File: config.mk
export PLATFORM = sky130hd
export DESIGN_NAME = hazard_stall_ctrl
export DESIGN_NICKNAME = d
export VERILOG_FILES = /design/src/rtl/hazard_stall_ctrl.sv
export SDC_FILE = /design/constraint.sdc
export NUM_CORES = 1
export LEC_CHECK = 0
export CORE_MARGIN = 2
export CORE_UTILIZATION = 47
export CTS_BUF_LIST = sky130_fd_sc_hd__clkbuf_16
export CTS_CLUSTER_DIAMETER = 120
export CTS_CLUSTER_SIZE = 14
export DETAILED_ROUTE_END_ITERATION = 12
export MAX_ROUTING_LAYER = met4
export PLACE_DENSITY = 0.86
export SYNTH_ARGS = -nofsm -noshare
export SYNTH_HDL_FRONTEND = slang
export SYNTH_SLANG_ARGS = --single-unit
File: constraint.sdc
create_clock -name clk -period 6.45 [get_ports clk]
set_input_delay 1.29 -clock clk [delete_from_list [all_inputs] [get_ports clk]]
set_output_delay 1.29 -clock clk [all_outputs]
set_load 0.1 [all_outputs]
File: src/rtl/hazard_stall_ctrl.sv
// Hazard stall controller for the 5-stage MIPS pipeline: detects load-use and
// ID-branch hazards, sequences 1/2-bubble stalls, and honours memory wait freezes.
module hazard_stall_ctrl #(
    parameter int CNT_W = 16
) (
    input  logic             clk,
    input  logic             rst_n,
    input  logic [4:0]       if_id_rs,
    input  logic [4:0]       if_id_rt,
    input  logic             if_id_uses_rs,
    input  logic             if_id_uses_rt,
    input  logic             if_id_is_branch,
    input  logic [4:0]       id_ex_rd,
    input  logic             id_ex_mem_read,
    input  logic             id_ex_reg_write,
    input  logic [4:0]       ex_mem_rd,
    input  logic             ex_mem_mem_read,
    input  logic             branch_taken,
    input  logic             jump,
    input  logic             mem_busy,
    output logic             pc_write,
    output logic             if_id_write,
    output logic             if_id_flush,
    output logic             id_ex_flush,
    output logic             pipe_freeze,
    output logic             stall_active,
    output logic [CNT_W-1:0] stall_cycles
);

    typedef enum logic {
        RUN   = 1'b0,
        STALL = 1'b1
    } state_t;

    state_t           state;
    state_t           state_nxt;
    logic [1:0]       rem;
    logic [1:0]       rem_nxt;
    logic [CNT_W-1:0] cnt;
    logic             m_ex;
    logic             m_mem;
    logic             h1;
    logic             h2;
    logic             stall;

    // Register 0 is hard-wired to zero, so it never creates a dependency.
    always_comb begin
        m_ex  = (id_ex_rd != 5'd0) &&
                ((if_id_uses_rs && (if_id_rs == id_ex_rd)) ||
                 (if_id_uses_rt && (if_id_rt == id_ex_rd)));
        m_mem = (ex_mem_rd != 5'd0) &&
                ((if_id_uses_rs && (if_id_rs == ex_mem_rd)) ||
                 (if_id_uses_rt && (if_id_rt == ex_mem_rd)));
        h2    = if_id_is_branch && id_ex_mem_read && m_ex;
        h1    = (id_ex_mem_read && m_ex) ||
                (if_id_is_branch && id_ex_reg_write && m_ex) ||
                (if_id_is_branch && ex_mem_mem_read && m_mem);
        stall = (state == STALL) || ((state == RUN) && (h1 || h2));
    end

    always_comb begin
        state_nxt = state;
        rem_nxt   = rem;
        case (state)
            RUN: begin
                if (h2) begin
                    state_nxt = STALL;
                    rem_nxt   = 2'd1;
                end
            end
            STALL: begin
                rem_nxt = rem - 2'd1;
                if (rem_nxt == 2'd0) begin
                    state_nxt = RUN;
                end
            end
            default: begin
                state_nxt = RUN;
                rem_nxt   = 2'd0;
            end
        endcase
    end

    // Reset outranks the memory freeze, which outranks hazard stalls.
    always_comb begin
        pc_write     = 1'b1;
        if_id_write  = 1'b1;
        if_id_flush  = 1'b0;
        id_ex_flush  = 1'b0;
        pipe_freeze  = 1'b0;
        stall_active = 1'b0;
        if (!rst_n) begin
            pc_write    = 1'b0;
            if_id_write = 1'b0;
            if_id_flush = 1'b1;
            id_ex_flush = 1'b1;
        end else if (mem_busy) begin
            pc_write     = 1'b0;
            if_id_write  = 1'b0;
            pipe_freeze  = 1'b1;
            stall_active = stall;
        end else if (stall) begin
            pc_write     = 1'b0;
            if_id_write  = 1'b0;
            id_ex_flush  = 1'b1;
            stall_active = 1'b1;
        end else begin
            if_id_flush = branch_taken || jump;
        end
    end

    always_ff @(posedge clk) begin
        if (!rst_n) begin
            state <= RUN;
            rem   <= 2'd0;
            cnt   <= '0;
        end else if (!mem_busy) begin
            state <= state_nxt;
            rem   <= rem_nxt;
            if (id_ex_flush && (cnt != {CNT_W{1'b1}})) begin
                cnt <= cnt + 1'b1;
            end
        end
    end

    assign stall_cycles = cnt;

endmodule

# Word level (Yosys, flattened, before mapping)
# Index checks and enable logic that the tools add are counted.
# op_classes
addsub	2
mux	18
n_eq_ne	6
reduce_logical	27
bitwise_logic	2
# ops
operator	count
equality test 5 bit	4
adder 16 x 1 -> 16 bit, second input constant	1
!= test 16 bit, second input constant	1
logical AND 1 bit	15
2-to-1 mux 1 bit	15
nonzero test 5 bit	2
logical OR 1 bit	7
case mux 2 bit (2 select lines)	1
AND reduction 2 bit	2
zero test 2 bit	1
2-to-1 mux 2 bit	1
!= test 2 bit, second input constant	1
inverter 1 bit	2
case mux 1 bit (2 select lines)	1
subtractor 2 x 1 -> 2 bit, second input constant	1
# totals
elab_cells	58
regBits	19
in_bits	31
out_inout_bits	22

# Logic depth before layout (Yosys ltp)
# depth
depth_word	15
ltp_mapped	8
mapped_depth_nobuf	7

# Worst setup path after synthesis
# No wires, ideal clock.
# synth_timing
path_kind	in2out
start	input port ex_mem_rd[1]
end	output port if_id_flush
slack_ns	0.570
arrival_ns	4.590
n_path_buf	1
t_required_ns	5.160
path_stages	6
path_cell_list	or4_1 -> o211ai_1 -> o221a_4 -> buf_6 -> nand2b_1 -> o21ai_0
# synth_between
elab_chain_cells	12
word_cells_on_any_way	15
cone_classes	eq/ne: 2; mux: 3; reduce/logical: 10
# synth_lines
item	line	text
start, declared	16	input logic [4:0] ex_mem_rd,
equality test 5 bit, on equally long branches	52, 53	
logical AND 1 bit, on equally long branches	52, 53	
logical OR 1 bit	52	((if_id_uses_rs && (if_id_rs == ex_mem_rd)) ||
logical AND 1 bit *	51	m_mem = (ex_mem_rd != 5'd0) &&
logical AND 1 bit *	57	(if_id_is_branch && ex_mem_mem_read && m_mem);
logical OR 1 bit *	56	(if_id_is_branch && id_ex_reg_write && m_ex) ||
logical OR 1 bit *	58	stall = (state == STALL) || ((state == RUN) && (h1 || h2));
logical AND 1 bit *	58	
logical OR 1 bit *	58	
2-to-1 mux 1 bit *	102	end else if (stall) begin
2-to-1 mux 1 bit *	97	end else if (mem_busy) begin
2-to-1 mux 1 bit *	92	if (!rst_n) begin
end, declared	23	output logic if_id_flush,
# Every way passes the cells marked *; elsewhere a longest branch is shown, timed or not.

# Worst setup path after layout
# layout_timing
start	input port id_ex_rd[1]
end	output port if_id_flush
# layout_between
elab_chain_cells	13
word_cells_on_any_way	18
cone_classes	eq/ne: 2; mux: 3; reduce/logical: 13
# layout_lines
item	line	text
start, declared	13	input logic [4:0] id_ex_rd,
equality test 5 bit, on equally long branches	49, 50	
logical AND 1 bit, on equally long branches	49, 50	
logical OR 1 bit	49	((if_id_uses_rs && (if_id_rs == id_ex_rd)) ||
logical AND 1 bit *	48	m_ex = (id_ex_rd != 5'd0) &&
logical AND 1 bit, on equally long branches	55, 56	
logical OR 1 bit	55	h1 = (id_ex_mem_read && m_ex) ||
logical OR 1 bit	56	
logical OR 1 bit *	58	
logical AND 1 bit *	58	
logical OR 1 bit *	58	
2-to-1 mux 1 bit *	102	
2-to-1 mux 1 bit *	97	
2-to-1 mux 1 bit *	92	
# Marked as above.

==> results.md <==
* Status: complete, no violations
* Vias/cell at 5.87
* Initial core utilization at 0.490
* Fill cell count at 226
* Synth cell count leaders: 19 x dfxtp_1, 16 x xor2_1, 13 x nand2_1
* Setup crit end kind: primary output
* CP Data Arrival Time at 3.54 ns
* Die Ht at 57.4 µm
* Post-CTS Setup Inserts at 0
* Hold WC Path Type: reg2reg
* Full die area at 3290 µm²
* Final min period at 4.83 ns
* Final nets at 243
* Final Hold Vio Count at 0
* F_max at 207 MHz
* DR pass1 iterations at 4
* Syn avg cell area at 8.43 µm²
* Largest net degree at the start of global routing at 26
* Mapped Nets at 192
* Main area contributors after synthesis: dfxtp_1 28%, xor2_1 10%, mux2i_1 4.5%
* TritonCTS Sinks at 19
* Clock Latency Late Sink at 0.25 ns
* Top_reg_cell synth: dfxtp_1
* H-tree depth at 1
* Wire length per cell at 14.4 µm
* First-pass GRT wire length at 5580 µm
* Max Fanout on Critical Path at 25
* Setup violators final at 0
* Routability cong. at 0.879
* CTS tree: yes
* Tightest Pin Transition at 0.989 ns
* Num CTS Buffers at 3
* Count leader, synth: dfxtp_1
* Share of the synthesized area in the top cell type at 0.284
* Number of max-cap violations at 0
* Cts repair resizes at 0
* Clk root buf: clkbuf_16
* Post-Route WL at 3440 µm
* Initial antenna violation count at 0
* Place WS at 1.61 ns
* Reg clk slew, reported paths at 0.05 ns
* GRT overflow at 0
* Yosys top cell by area: dfxtp_1
* Antenna diodes at 0
* Required @ worst endpoint at 5.16 ns
* Power Density at 162 nW/µm²
* Vias in the first global route at 1,331
* RSZ-0062 raised after global routing: false
* Syn. warnings at 0
* Setup CP Type: in2out
* Synth Instances at 159
* Area growth syn-to-layout at 44.1%
* Setup TNS at 0 ns
* Initial drt markers at 60
* CTS max path bufs at 2
* Leakage at 0.649 nW
* Yosys reg bits at 19
* Buffers on Ports at 52
* Worst clock skew at 0.00214 ns
* Max_slew headroom at 0.339
* Count of unique library cells instantiated by Yosys at 42
* Post-DP HPWL at 2710 µm
* Cell area after layout at 1930 µm²
* Drt drc at 0
* Placed cell areas at 1850 µm²
* PnR worst setup slack at 1.62 ns
* Hold_buf cts at 0
* Worst setup SP type: primary input
* Io pins at 53
* Crit share post-route at 0.748
* Post-synthesis sequential area ratio at 0.284
* Worst IR drop on VDD at 0.158 mV
* Total number of vias at 1,408
* Core ar. at 2730 µm²
* Die W at 57.4 µm
* Final Max Slew Viols at 0
* Layout cells sized above 1 at 0.0861
* Post-synth EDFFs at 0
* Antenna Violating Nets Remaining at 0
* Post-synth ARST share at 0
* All-Layer GR Usage at 0.222
* Post-synthesis cell area at 1340 µm²
* # rows at 19
power by group:
group / internal, mW / leakage (nW) / switching [mW] / total (mW)
Combinational: 0.0293 / 0.453 / 0.0398 / 0.0690
Clock: 0.0824 / 0.0423 / 0.0434 / 0.126
Sequential: 0.118 / 0.153 / 0.000282 / 0.118
cells in the final DEF (no fill, tap or decap), drive strengths merged, types with 6 or more instances in the layout:
| master | instances |
|---|---|
| a21oi | 12 |
| nor2 | 7 |
| nand2b | 7 |
| dfxtp | 19 |
| nand2 | 13 |
| nor4 | 8 |
| xor2 | 16 |
| or3 | 7 |
| mux2i | 6 |
| clkdlybuf4s50 | 47 |
| o21ai | 9 |
critical path, stage by stage:
cell	delay, ns
clkdlybuf4s50_1	0.49
or4_1	0.55
nor2_1	0.13
or2_2	0.15
o221a_4	0.35
nand2b_1	0.11
o21ai_0	0.16
buf_4	0.31
per-layer routing:
| layer | wire length, µm | up-vias | track usage |
|---|---|---|---|
| li1 | - | 690 | - |
| met1 | 1330 | 655 | 0.225 |
| met2 | 1790 | 54 | 0.403 |
| met3 | 241 | 9 | 0.0431 |
| met4 | 80 | 0 | 0.106 |
| met5 | 0 | - | - |
stage by stage:
step	hold WS [ns]	power (mW)	cells	utilization
after floorplan	0.447	0.159	159	-
after detailed placement	0.481	0.190	236	0.677
final	0.485	0.313	240	0.706
after global routing	0.530	0.324	240	0.706
after global placement	0.462	0.188	236	0.677
after CTS	0.489	0.313	240	0.706
cell type report:
class | count | area (µm²) | area share
inverters | 4 | 15.0 | 0.00778
flip-flops and latches | 19 | 380 | 0.197
multi-input cells | 130 | 910 | 0.471
well taps | 31 | 38.8 | 0.0201
repair buffers | 52 | 508 | 0.263
clock buffers | 3 | 75.1 | 0.0389
clock inverters | 1 | 3.75 | 0.00194
path summary, 6_finish.rpt:
check / startpoint / end / slack [ns] / depth (start not counted)
hold / removal: stall_cycles[11]$_SDFFE_PN0P_ / stall_cycles[11]$_SDFFE_PN0P_ / 0.49 / 2
setup / recovery: id_ex_rd[1] / if_id_flush / 1.62 / 8
hold reg to reg: stall_cycles[11]$_SDFFE_PN0P_ / stall_cycles[11]$_SDFFE_PN0P_ / 0.49 / 2
setup reg to reg: stall_cycles[0]$_SDFFE_PN0P_ / stall_cycles[9]$_SDFFE_PN0P_ / 4.27 / 7
kinds of logic after synthesis:
group / Yosys count / synth area share
multiplexers: 6 / 0.0448
flip-flops: 19 / 0.284
AND/OR/NAND/NOR: 70 / 0.329
XOR/XNOR: 20 / 0.131
adder cells (fa/ha/maj): 2 / 0.0187
buffers and inverters: 10 / 0.0373
AO/OA/AOI/OAI: 32 / 0.156
sequential cells by signal, summed over array words and instances (netlist names):
register,flops
state,1
stall_cycles,16
rem,2
No activity file was read; power rests on OpenSTA's default activity.
